<file path="src/rtl/fe_packer_if.sv">
// Event-in / FIFO-out bus of fe_packer. The capture stage drives the I_* signals
// and the packer drives the O_* signals toward the front-end FIFO.
interface fe_packer_if;
    logic        I_capture_enable;
    logic        I_clear_flags;
    logic [1:0]  I_command;
    logic [15:0] I_time;
    logic [7:0]  I_data;
    logic [4:0]  I_status;
    logic        I_data_wr;
    logic        I_fifo_full;
    logic        O_fifo_wr;
    logic [17:0] O_fifo_din;
    logic        O_overflow;
    logic [15:0] O_word_count;

    modport slave (
        input  I_capture_enable, I_clear_flags, I_command, I_time, I_data,
               I_status, I_data_wr, I_fifo_full,
        output O_fifo_wr, O_fifo_din, O_overflow, O_word_count
    );

    modport master (
        output I_capture_enable, I_clear_flags, I_command, I_time, I_data,
               I_status, I_data_wr, I_fifo_full,
        input  O_fifo_wr, O_fifo_din, O_overflow, O_word_count
    );
endinterface

</file>
<file path="src/rtl/fe_packer.sv">
// Packs capture events into 18-bit FIFO words through a small elastic buffer.
// Define FE_PACKER_MARK_EN to report dropped events in-band with a MARK word.
module fe_packer #(
    parameter int unsigned pDEPTH      = 4,
    parameter int unsigned pDROP_WIDTH = 16
) (
    input  logic       fe_clk,
    input  logic       reset_i,
    fe_packer_if.slave bus
);
    localparam int unsigned cPTR_W = (pDEPTH > 1) ? $clog2(pDEPTH) : 1;
    localparam int unsigned cCNT_W = cPTR_W + 1;

    localparam logic [1:0] cCMD_TIME   = 2'b10;
    localparam logic [1:0] ST_IDLE     = 2'd0;
    localparam logic [1:0] ST_RUN      = 2'd1;
    localparam logic [1:0] ST_OVERFLOW = 2'd2;
`ifdef FE_PACKER_MARK_EN
    localparam logic [1:0] ST_MARK     = 2'd3;
    localparam logic [1:0] cCMD_MARK   = 2'b11;
`endif

    if ((pDEPTH < 2) || ((pDEPTH & (pDEPTH - 1)) != 0) ||
        (pDROP_WIDTH < 1) || (pDROP_WIDTH > 16)) begin : g_param_check
        $error("fe_packer: pDEPTH must be a power of two >= 2 and pDROP_WIDTH in 1..16");
    end

    logic [17:0]       r_mem [pDEPTH];
    logic [cPTR_W-1:0] r_wr_ptr;
    logic [cPTR_W-1:0] r_rd_ptr;
    logic [cCNT_W-1:0] r_count;
    logic [1:0]        r_state;
    logic [1:0]        w_state_nxt;
    logic              r_fifo_wr;
    logic [17:0]       r_fifo_din;
    logic              r_overflow;
    logic [15:0]       r_word_count;

    logic              w_event;
    logic              w_empty;
    logic              w_pop;
    logic              w_space;
    logic              w_push;
    logic              w_ovf_set;
    logic              w_wr_nxt;
    logic [17:0]       w_word;

    assign w_event   = bus.I_data_wr && bus.I_capture_enable;
    assign w_empty   = (r_count == '0);
    assign w_pop     = !w_empty && !bus.I_fifo_full;
    // A full buffer still accepts an event when a word leaves in the same cycle.
    assign w_space   = (r_count < cCNT_W'(pDEPTH)) || w_pop;
    assign w_push    = w_event && (r_state == ST_RUN) && w_space;
    assign w_ovf_set = w_event && (r_state == ST_RUN) && !w_space;

    assign w_word = (bus.I_command == cCMD_TIME) ?
                    {bus.I_command, bus.I_time} :
                    {bus.I_command, bus.I_status, bus.I_data, bus.I_time[2:0]};

`ifdef FE_PACKER_MARK_EN
    logic [pDROP_WIDTH-1:0] r_drop_cnt;
    logic [pDROP_WIDTH-1:0] w_drop_inc;
    logic [pDROP_WIDTH-1:0] w_mark_cnt;
    logic                   w_mark_wr;

    assign w_drop_inc = (r_drop_cnt == '1) ? r_drop_cnt : r_drop_cnt + pDROP_WIDTH'(1);
    // An event dropped in the same cycle as the MARK write is included in its payload.
    assign w_mark_cnt = w_event ? w_drop_inc : r_drop_cnt;
    assign w_mark_wr  = (r_state == ST_MARK) && !bus.I_fifo_full;
    assign w_wr_nxt   = w_pop || w_mark_wr;

    always_ff @(posedge fe_clk or posedge reset_i) begin
        if (reset_i) begin
            r_drop_cnt <= '0;
        end else if (w_mark_wr) begin
            r_drop_cnt <= '0;
        end else if (w_ovf_set) begin
            r_drop_cnt <= pDROP_WIDTH'(1);
        end else if (w_event && ((r_state == ST_OVERFLOW) || (r_state == ST_MARK))) begin
            r_drop_cnt <= w_drop_inc;
        end
    end
`else
    assign w_wr_nxt = w_pop;
`endif

    always_comb begin
        w_state_nxt = r_state;
        case (r_state)
            ST_IDLE: begin
                if (bus.I_capture_enable) w_state_nxt = ST_RUN;
            end
            ST_RUN: begin
                if (w_ovf_set)                  w_state_nxt = ST_OVERFLOW;
                else if (!bus.I_capture_enable) w_state_nxt = ST_IDLE;
            end
            ST_OVERFLOW: begin
`ifdef FE_PACKER_MARK_EN
                if (w_empty && !bus.I_fifo_full) w_state_nxt = ST_MARK;
`else
                if (w_empty) w_state_nxt = bus.I_capture_enable ? ST_RUN : ST_IDLE;
`endif
            end
`ifdef FE_PACKER_MARK_EN
            ST_MARK: begin
                if (!bus.I_fifo_full) w_state_nxt = bus.I_capture_enable ? ST_RUN : ST_IDLE;
            end
`endif
            default: w_state_nxt = ST_IDLE;
        endcase
    end

    always_ff @(posedge fe_clk or posedge reset_i) begin
        if (reset_i) begin
            r_state  <= ST_IDLE;
            r_wr_ptr <= '0;
            r_rd_ptr <= '0;
            r_count  <= '0;
        end else begin
            r_state <= w_state_nxt;
            if (w_push) r_wr_ptr <= r_wr_ptr + cPTR_W'(1);
            if (w_pop)  r_rd_ptr <= r_rd_ptr + cPTR_W'(1);
            case ({w_push, w_pop})
                2'b10:   r_count <= r_count + cCNT_W'(1);
                2'b01:   r_count <= r_count - cCNT_W'(1);
                default: r_count <= r_count;
            endcase
        end
    end

    always_ff @(posedge fe_clk) begin
        if (w_push) r_mem[r_wr_ptr] <= w_word;
    end

    always_ff @(posedge fe_clk or posedge reset_i) begin
        if (reset_i) begin
            r_fifo_wr    <= 1'b0;
            r_fifo_din   <= '0;
            r_overflow   <= 1'b0;
            r_word_count <= '0;
        end else begin
            r_fifo_wr <= w_wr_nxt;
            if (w_pop) begin
                r_fifo_din <= r_mem[r_rd_ptr];
            end
`ifdef FE_PACKER_MARK_EN
            else if (w_mark_wr) begin
                r_fifo_din <= {cCMD_MARK, 16'(w_mark_cnt)};
            end
`endif
            if (bus.I_clear_flags)  r_overflow <= 1'b0;
            else if (w_ovf_set)     r_overflow <= 1'b1;
            if (bus.I_clear_flags)
                r_word_count <= '0;
            else if (w_wr_nxt && (r_word_count != '1))
                r_word_count <= r_word_count + 16'd1;
        end
    end

    assign bus.O_fifo_wr    = r_fifo_wr;
    assign bus.O_fifo_din   = r_fifo_din;
    assign bus.O_overflow   = r_overflow;
    assign bus.O_word_count = r_word_count;
endmodule

</file>
<file path="src/flat_wrapper.sv">
// flat-port wrapper written by rule: the top's interface ports become plain ports
module fe_packer_flat 
#(
    parameter int unsigned pDEPTH      = 4,
    parameter int unsigned pDROP_WIDTH = 16
)
  (fe_clk, reset_i, bus_I_capture_enable, bus_I_clear_flags, bus_I_command, bus_I_time, bus_I_data, bus_I_status, bus_I_data_wr, bus_I_fifo_full, bus_O_fifo_wr, bus_O_fifo_din, bus_O_overflow, bus_O_word_count);
  fe_packer_if bus_i ();
  input  logic fe_clk;
  input  logic reset_i;
  input wire logic [$bits(bus_i.I_capture_enable)-1:0] bus_I_capture_enable;
  input wire logic [$bits(bus_i.I_clear_flags)-1:0] bus_I_clear_flags;
  input wire logic [$bits(bus_i.I_command)-1:0] bus_I_command;
  input wire logic [$bits(bus_i.I_time)-1:0] bus_I_time;
  input wire logic [$bits(bus_i.I_data)-1:0] bus_I_data;
  input wire logic [$bits(bus_i.I_status)-1:0] bus_I_status;
  input wire logic [$bits(bus_i.I_data_wr)-1:0] bus_I_data_wr;
  input wire logic [$bits(bus_i.I_fifo_full)-1:0] bus_I_fifo_full;
  output wire logic [$bits(bus_i.O_fifo_wr)-1:0] bus_O_fifo_wr;
  output wire logic [$bits(bus_i.O_fifo_din)-1:0] bus_O_fifo_din;
  output wire logic [$bits(bus_i.O_overflow)-1:0] bus_O_overflow;
  output wire logic [$bits(bus_i.O_word_count)-1:0] bus_O_word_count;
  assign bus_i.I_capture_enable = bus_I_capture_enable;
  assign bus_i.I_clear_flags = bus_I_clear_flags;
  assign bus_i.I_command = bus_I_command;
  assign bus_i.I_time = bus_I_time;
  assign bus_i.I_data = bus_I_data;
  assign bus_i.I_status = bus_I_status;
  assign bus_i.I_data_wr = bus_I_data_wr;
  assign bus_i.I_fifo_full = bus_I_fifo_full;
  assign bus_O_fifo_wr = bus_i.O_fifo_wr;
  assign bus_O_fifo_din = bus_i.O_fifo_din;
  assign bus_O_overflow = bus_i.O_overflow;
  assign bus_O_word_count = bus_i.O_word_count;
  fe_packer #(.pDEPTH(pDEPTH), .pDROP_WIDTH(pDROP_WIDTH)) u_core (.fe_clk(fe_clk), .reset_i(reset_i), .bus(bus_i));
endmodule
</file>
<file path="config.mk">
export PLATFORM = sky130hd
export DESIGN_NAME = fe_packer_flat
export DESIGN_NICKNAME = d
export VERILOG_FILES = /design/src/rtl/fe_packer_if.sv /design/src/rtl/fe_packer.sv /design/src/flat_wrapper.sv
export SDC_FILE = /design/constraint.sdc
export NUM_CORES = 1
export LEC_CHECK = 0
export ABC_AREA = 0
export ABC_CLOCK_PERIOD_IN_PS = 3200
export CORE_ASPECT_RATIO = 1.1
export CORE_MARGIN = 1.5
export CORE_UTILIZATION = 54
export DETAILED_ROUTE_END_ITERATION = 8
export PLACE_DENSITY_LB_ADDON = 0.15
export SYNTH_ARGS = -nofsm -noshare
export SYNTH_HDL_FRONTEND = slang
export SYNTH_SLANG_ARGS = --single-unit
</file>
<file path="constraint.sdc">
create_clock -name fe_clk -period 3.2 [get_ports fe_clk]
set_input_delay 0.64 -clock fe_clk [delete_from_list [all_inputs] [get_ports fe_clk]]
set_output_delay 0.64 -clock fe_clk [all_outputs]
set_load 0.005 [all_outputs]
</file>
==> Yosys cells after proc, flatten, opt, wreduce, memory -nomap -nowiden <==
Memory sizes are Yosys's and may differ from the RTL's. A register that Yosys moved wholly into a read port is not among the register bits.
Index checks and enable logic that the tools add are counted.
{ "word_totals": {"reg_bits": 27, "mem_bits_rw": 72, "elab_cells": 53, "mem_count": 1} }
{ "op_classes": {"add_sub_neg": 5, "order_cmp": 1, "eq_ne": 9, "n_mux": 14, "reduce_logical": 16} }
{ "memory_table": {"columns": ["memory", "depth", "width", "rd", "rd_clocked_by_memory_dff", "wr", "line", "rtl"], "rows": [
  ["u_core.r_mem", 4, 18, 1, 1, 1, "fe_packer.sv:28", "logic [17:0] r_mem [pDEPTH];"]
]} }
{ "ops": {"columns": ["cell", "n"], "rows": [
  ["$mux 16", 3],
  ["$add 16x1->16 const B", 1],
  ["$ne 16x16->1 const B", 1],
  ["$mux 2", 4],
  ["$eq 2x2->1 const B", 3],
  ["$logic_and 1x1->1", 6],
  ["$pmux 2 s3", 1],
  ["$pmux 3 s2", 1],
  ["$reduce_bool 2->1", 3],
  ["$mux 1", 5],
  ["$add 2x1->2 const B", 2],
  ["$eq 2x1->1 const B", 2],
  ["$add 3x1->3 const B", 1],
  ["$logic_not 1->1", 3],
  ["$logic_not 3->1", 1],
  ["$lt 3x3->1 const B", 1],
  ["$ne 3x2->1 const B", 1],
  ["$reduce_and 3->1", 1],
  ["$sub 3x1->3 const B", 1],
  ["$logic_not 2->1", 1],
  ["$ne 2x1->1 const B", 1],
  ["$ne 2x2->1 const B", 1],
  ["$logic_or 1x1->1", 1]
]} }

==> Depth between registers and ports, before layout <==
{ "logic_depth": {"ltp_word": 8, "depth_mapped": 10, "depth_no_buf": 8} }

==> Worst setup path before layout <==
No wires, ideal clock.
{ "synth_path": {"path_kind": "register to register", "startpoint": "reg u_core.r_count[2]", "endpoint": "reg u_core.r_count[2]", "setup_time_ns": 0.125, "t_arrival_ns": 2.304, "slack_ns": 0.771, "stages_incl_launch_ff": 11, "path_buffers": 2, "period_less_slack_ns": 2.429, "path_cell_list": "dfrtp_1 nor3_2 or2_0 clkbuf_1 inv_1 clkbuf_1 ha_1 fa_1 xnor2_1 nor2_1 xor2_1"} }
{ "synth_between": {"elab_chain_len": 7} }
{ "synth_rtl": {"columns": ["item", "line", "rtl"], "rows": [
  ["start, declared", "fe_packer.sv:31", "logic [cCNT_W-1:0] r_count;"],
  ["start signal, assigned", "fe_packer.sv:124", "2'b10: r_count <= r_count + cCNT_W'(1);"],
  ["start signal, assigned", "fe_packer.sv:125", "2'b01: r_count <= r_count - cCNT_W'(1);"],
  ["start signal, assigned", "fe_packer.sv:126", "default: r_count <= r_count;"],
  ["$logic_not 3->1 *", "fe_packer.sv:49", "assign w_empty = (r_count == '0);"],
  ["$logic_not 1->1 *", "fe_packer.sv:50", "assign w_pop = !w_empty && !bus.I_fifo_full;"],
  ["$logic_and 1x1->1 *", "fe_packer.sv:50", null],
  ["via u_core.w_pop", "fe_packer.sv:41", "logic w_pop;"],
  ["$logic_or 1x1->1", "fe_packer.sv:52", "assign w_space = (r_count < cCNT_W'(pDEPTH)) || w_pop;"],
  ["$logic_and 1x1->1", "fe_packer.sv:53", "assign w_push = w_event && (r_state == ST_RUN) && w_space;"],
  ["$eq 2x1->1 or $eq 2x2->1 (tied branches)", "fe_packer.sv:123", "case ({w_push, w_pop})"],
  ["$pmux 3 s2 or $reduce_bool 2->1 (tied branches)", null, null]
]} }
Mark *: on every way through the listed nets, which the timed path passes. The rest lies on a longest branch.
A chain may end at the register's enable or synchronous reset.

==> Worst setup path in the final report <==
{ "layout_path": {"startpoint": "reg u_core.r_word_count[2], in the netlist u_core.bus.O_word_count[2]", "endpoint": "out bus_O_word_count[2]"} }
{ "layout_lines": {"columns": ["item", "line", "rtl"], "rows": [
  ["start, declared", "fe_packer.sv:37", "logic [15:0] r_word_count;"],
  ["start signal, assigned", "fe_packer.sv:156", "r_word_count <= r_word_count + 16'd1;"],
  ["end, declared", "flat_wrapper.sv:22", "output wire logic [$bits(bus_i.O_word_count)-1:0] bus_O_word_count;"]
]} }
No word-level cell between the ends.

==> results.md <==
- Max FO, Critical Path: 8
- Internal cell power: 4.03 mW
- HP Class: reg -> reg
- Final WL: 9730 um
- I/O pin count: 73
- Most frequent cells in the layout: clkdlybuf4s50_1, edfxtp_1, nand2_1
- Final Hold Fails: 0
- N_diodes: 0
- CTS resizes: 0
- Die Height: 103 um
- Hold wc startpoint: u_core.bus.O_fifo_din[10]
- TNS Setup: 0 ns
- WS Path Type: reg -> out
- Pwr dens: 813 mW/mm^2
- Core area: 0.00883 sq mm
- H-tree depth: 4
- Critical path endpoint category: output port
- Vias: 3069
- Worst path cell trace: clkdlybuf4s50_1
- Max-slew headroom: 42.7%
- DRC violations left: 0
- Clock skew: 0.00769 ns
- Starting DRC count in detailed routing: 129
- Synth Warn #: 0
- Outcome: complete, no violations
- CP Launch Type: flop
- Synthesized area: 0.00489 sq mm
- DP Area: 0.00585 sq mm
- Tmin final: 2.18 ns
- CTS tree: built
- Post-Syn Instances: 333
- Switching share of power: 24.2%
- Gr usage total: 22.7%
- Clock power frac: 41.8%
- Most common flop cell mapped by yosys: edfxtp_1
- Yosys cell types: 43
- DPL Wire Length: 6030 um
- FF+latch count, synth: 117
- CP max stage cell: clkdlybuf4s50_1
- Critical Path Start: u_core.bus.O_word_count[2]
- Worst path top cell family by delay: buffers and inverters
- Routed wire per std cell: 17.6 um
- Die ar.: 0.00965 sq mm
- Sw Pwr: 1.29 mW
- Post-layout instance area: 0.00655 sq mm
- Number of synthesized flops with an enable pin: 72
- Synth async-reset ratio: 38.5%
- Worst-path clk slew: 0.05 ns
- Post-synthesis sequential area ratio: 67.2%
- Fmax: 459 MHz
- Final setup vio count: 0
- Buf+Inv Stages, Crit Path: 1
- Least-Margin Pin Slew: 0.859 ns
- Synthesized Nets: 377
- Clock latency on the worst-skew pair: 0.52 ns
- Final period util: 68.0%
- Final ANT Viol Nets: 0
- Vias/cell: 5.56
- Leak: 2.47 nW
- Final Wtd Congestion: 0.792
- Fraction of layout cells with a size suffix above 1: 19.6%
- R2R Path Start: u_core.r_count[2]
- Initial Util: 55.4%
- Global route total overflow: 0
- NumNets Final: 469
- Crit path largest cell delay: 0.55 ns
- CTS Hold Buffers Added: 0
- Logic pwr share: 20.3%
- RSZ-0062 raised after global routing: no
- Post-CTS Setup Inserts: 0
- WP data required: 2.56 ns
- Clock Sinks: 117
- Final Max Slew Viols: 0
- CTS Root Cell: clkbuf_8
- Max Cap Viol: 0
- CTS buffer count: 17
- Worst path arrival time: 1.54 ns
- Die Width: 93.8 um
- Initial antenna violation count: 0
- Flop pwr share: 37.9%
- Synthesized area per cell: 14.7 sq um
- Std-Cell Rows: 36
- Vias in the first global route: 3120
- First-pass GRT wire length: 15600 um
- Number of port buffers: 72
- Pre-antenna DRT Iters: 4
- VDD IR max: 0.501 mV
- Synth-to-layout area growth: 33.7%
- Clock tree buffer depth: 2
- Largest net degree at the start of global routing: 46
[metal layers]
| metal | vias to the layer above | part of all wire, % | track usage [%] |
|---|---|---|---|
| li1 | 1432 | - | - |
| met1 | 1527 | 40 | 26.1 |
| met2 | 90 | 54 | 39.4 |
| met3 | 20 | 4.5 | 7.30 |
| met4 | 0 | 2.2 | 9.64 |
| met5 | - | 0 | 0 |
[power by group through the flow]
| stage | combinational, mW | sequential [mW] | clock [mW] |
|---|---|---|---|
| global route | 1.20 | 2.04 | 2.32 |
| global placement | 1.06 | 2.03 | 0 |
| CTS | 1.11 | 2.02 | 2.25 |
| detailed placement | 1.09 | 2.04 | 0 |
| floorplan | 0.665 | 1.97 | 0 |
| finish | 1.08 | 2.02 | 2.22 |
[synthesized netlist by cell type, drive strengths merged, types with 3 or more instances]
master   n  area share [%]
dfrtp   45              23
a21oi   10             1.0
a31oi    3            0.38
a311oi   3            0.54
inv      8            0.61
edfxtp  72              44
clkbuf  10            0.77
nor3     6            0.82
mux2    18             4.1
o31ai    3            0.46
or4      4            0.69
and2     6            0.77
nand4    3            0.51
nand2   62             4.8
nand2b   4            0.51
ha       6             1.5
nand3    5            0.51
nor2b    5            0.64
nor2    11            0.84
mux4    18             8.3
o21ai    4            0.41
nor4     5            0.77
xnor2    5            0.89
[cell families (layout without fill, tap and decap cells)]
family	count (synthesis)	count (layout)	share of synthesized area, %
multiplexers	37	37	12.6
flip-flops	117	117	67.2
AO/OA/AOI/OAI	30	30	4.06
XOR/XNOR	6	6	1.07
adder cells (fa/ha/maj)	7	7	1.94
buffers and inverters	20	125	1.56
AND/OR/NAND/NOR	116	116	11.6
[sequential cells by signal, summed over array words and instances (netlist names)]
| signal | cells |
|---|---|
| u_core.r_rd_ptr | 2 |
| u_core.r_count | 3 |
| u_core.r_state | 2 |
| u_core.bus.O_fifo_din | 18 |
| u_core.r_wr_ptr | 2 |
| u_core.bus.O_word_count | 16 |
| u_core.r_mem | 72 |
| u_core.bus.O_overflow | 1 |
| u_core.bus.O_fifo_wr | 1 |
[worst paths after layout]
kind | endpoint | slack, ns | cells past startpoint
max in group asynchronous | u_core.bus.O_fifo_din[5] | 2.19 | 3
min in group asynchronous | u_core.r_state[1] | 0.59 | 3
max | bus_O_word_count[2] | 1.02 | 1
max reg2reg | u_core.r_count[2] | 1.07 | 8
min | u_core.bus.O_fifo_din[10] | 0.48 | 2
min reg2reg | u_core.bus.O_fifo_din[10] | 0.48 | 2
[worst register-to-register path, delay by kind of cell (launching register included)]
family / cells / cell delay (ns)
simple gates: 3 / 0.70
fa+ha+maj: 2 / 0.60
flops: 1 / 0.43
xor+xnor: 2 / 0.27
buf+inv: 1 / 0.06
[per-stage QoR]
| step | cells | hold WS [ns] | power, mW | setup slack, ns | utilization [%] |
|---|---|---|---|---|---|
| 3_3_place_gp | 520 | 0.461 | 3.09 | 0.600 | 66.2 |
| 6_report | 552 | 0.475 | 5.32 | 1.02 | 74.1 |
| 5_1_grt | 552 | 0.496 | 5.56 | 0.885 | 74.1 |
| 2_1_floorplan | 333 | 0.461 | 2.64 | 0.771 | - |
| 3_5_place_dp | 520 | 0.466 | 3.13 | 0.562 | 66.2 |
| 4_1_cts | 552 | 0.481 | 5.37 | 1.01 | 74.1 |
[final cells by class]
| class | instances | area (sq um) |
|---|---|---|
| clock buffer | 18 | 418 |
| clock inverter | 14 | 280 |
| fill | 568 | 2280 |
| inverter | 8 | 30.0 |
| multi-input combinational | 196 | 1530 |
| sequential | 117 | 3290 |
| tap | 114 | 143 |
| timing repair buffer | 85 | 856 |
No activity file was read; power rests on OpenSTA's default activity.
==> edit, RTL diff (config.mk and constraints unchanged) <==
`pDEPTH` is set to 4 in 2 places; all go to 8.
--- a/src/rtl/fe_packer.sv
+++ b/src/rtl/fe_packer.sv
@@ -3,3 +3,3 @@
 module fe_packer #(
-    parameter int unsigned pDEPTH      = 4,
+    parameter int unsigned pDEPTH      = 8,
     parameter int unsigned pDROP_WIDTH = 16
--- a/src/flat_wrapper.sv
+++ b/src/flat_wrapper.sv
@@ -3,3 +3,3 @@
 #(
-    parameter int unsigned pDEPTH      = 4,
+    parameter int unsigned pDEPTH      = 8,
     parameter int unsigned pDROP_WIDTH = 16
Formal check against the unedited RTL: not equivalent (Yosys sat finds a counterexample within 10 cycles, from zero or initial values and one cycle with reset_i high).
==> edit against the original RTL <==
  * Critical path depth increased by 9
  * Sequential cell count up 75
  * Total power up 33%
  * Sequential share of layout area rose by 8.1 points
  * Setup slack worse by 0.40 ns
  * Area after synthesis rose by 59%
  * Wire length is 53% higher
  * Cell area rose by 45%
  * Highest routed layer unchanged
  * Die area grew 57%
==> edit: results (changes against the original RTL) <==
Layout cells sized above 1 = 21.3% (+1.7 points)
Min-Delay Endpoint = u_core.bus.O_fifo_din[17]$_DFFE_PP0P_
Area grow syn2layout = 21.6%
XOR/XNOR share of the synthesized area = 0.899% (-0.17 points)
Largest stage delay, worst path = 0.66 ns (+0.11 ns)
Max FO, Critical Path = 6 (-2)
Nets = 589 (+26%)
First-pass GRT wire length = 24,000 um (+54%)
Status = complete, no violations
CP max stage cell = or4_1
Largest net degree at the start of global routing = 52 (+13%)
Synth Area in Compound Gates = 4.05% (-0.018 points)
Crit start category = flip-flop
DR iter-0 viols = 310 (+140%)
Cell family with most CP delay = simple AND/OR/NAND/NOR gates
Reg-to-reg setup timing slack = 0.62 ns (-0.45 ns)
Ys async rst share = 25.0% (-13 points)
Number of synthesized flops with an enable pin = 144 (+100%)
Reg2Reg Launch Point = u_core.r_count[0]$_DFFE_PP0P_
Leakage power total = 3.31 nW (+34%)
Total Routing Usage GR = 21.3% (-1.4 points)
Internal = 0.00520 W (+29%)
Largest register FFs = 144 (+100%)
Layout Skew = 0.00824 ns (+0.000550 ns)
DP Wirelength = 9180 um (+52%)
Top post-synthesis cells by count = edfxtp_1 (144), dfrtp_1 (48), nand2_1 (38), mux4_2 (36), o21ai_0 (20)
Synth top area cells = edfxtp_1 (56%), dfrtp_1 (15%), mux4_2 (10%)
Rel. slew slack = 48.8% (+6.0 points)
Crit path DAT = 2.88 ns (+1.34 ns)
Adder-cell share of the synthesized area = 0.964% (-0.98 points)
Root Buffer = clkbuf_16
CP Capture Type = flip-flop
Mux contribution to synthesized area = 15.0% (+2.4 points)
WHS = 0.480 ns (+0.00455 ns)
Worst-path clk slew = 0.07 ns (+0.02 ns)
Vias = 4,325 (+41%)
Wire per inst = 20.0 um (+13%)
Critical hold path startpoint = u_core.bus.O_fifo_din[17]$_DFFE_PP0P_
Final GP Congestion = 0.761 (-3.9%)
Vias in the first global route = 4,484 (+44%)
Hold crit path type = flip-flop to flip-flop
CTS max path bufs = 2 (unchanged)
Sequential cell area fraction in the yosys report = 70.9% (+3.7 points)
Worst VDD drop = 0.449 mV (-10%)
Syn_nets = 496 (+32%)
Worst-Skew Late Latency = 0.42 ns (-0.10 ns)
Worst reg2reg path depth = 10 (+2)
==> edit: per-layer routing <==
metal	up-vias	share of wire, %	global-route usage [%]
met3	16	5.7	4.74
met1	2209	41	27.0
li1	1970	-	-
met2	130	52	36.1
met5	-	0	0
met4	0	1.5	8.90
==> edit: layout make-up <==
type                            instances  area (um^2)
Inverter                                7         26.3
Fill cell                            1005         4490
Clock inverter                         14          188
Multi-Input combinational cell        234         2170
Clock buffer                           18          439
Sequential cell                       192         5530
Tap cell                              188          235
Timing Repair Buffer                   94          886
==> edit: cells by family after synthesis <==
| group | after synthesis |
|---|---|
| xor gates and xnor gates | 8 |
| adders and majority gates | 6 |
| muxes | 70 |
| DFF | 192 |
| buffers and inverters | 27 |
| and+or+nand+nor | 97 |
| AOI/OAI and AO/OA | 53 |
==> edit: worst min-delay path, delay by kind of cell (launching register included) <==
family | cells | cell delay, ns
flip-flops | 1 | 0.34
AO/OA/AOI/OAI | 1 | 0.06
AND/OR/NAND/NOR | 1 | 0.05
==> edit: metrics by stage <==
stage	instances	setup slack [ns]	total power [W]	cell area [um^2]	util [%]
6_report	747	0.623	0.00706	9470	67.8
3_5_place_dp	715	0.239	0.00492	8840	63.3
3_3_place_gp	715	0.312	0.00487	8840	63.3
2_1_floorplan	453	0.355	0.00430	7790	-
5_1_grt	747	0.484	0.00738	9470	67.8
4_1_cts	747	0.619	0.00714	9470	67.8
==> edit: power by group through the flow <==
| stage | clock (W) | combinational [W] | sequential (W) |
|---|---|---|---|
| 6_report | 0.00221 | 0.00166 | 0.00319 |
| 5_1_grt | 0.00233 | 0.00183 | 0.00322 |
| 4_1_cts | 0.00224 | 0.00171 | 0.00319 |
| 3_5_place_dp | 0 | 0.00169 | 0.00323 |
| 3_3_place_gp | 0 | 0.00165 | 0.00322 |
| 2_1_floorplan | 0 | 0.00118 | 0.00312 |
==> edit: worst max path at each step <==
stage | slack [ns] | cells after the start | end
after floorplan | 0.36 | 4 | u_core.r_mem[0][0]$_DFFE_PP_
after global placement | 0.31 | 11 | u_core.r_count[2]$_DFFE_PP0P_
after detailed placement | 0.24 | 11 | u_core.r_count[2]$_DFFE_PP0P_
after CTS | 0.62 | 10 | u_core.r_count[2]$_DFFE_PP0P_
after global routing | 0.48 | 11 | u_core.r_count[2]$_DFFE_PP0P_
final | 0.62 | 10 | u_core.r_count[2]$_DFFE_PP0P_
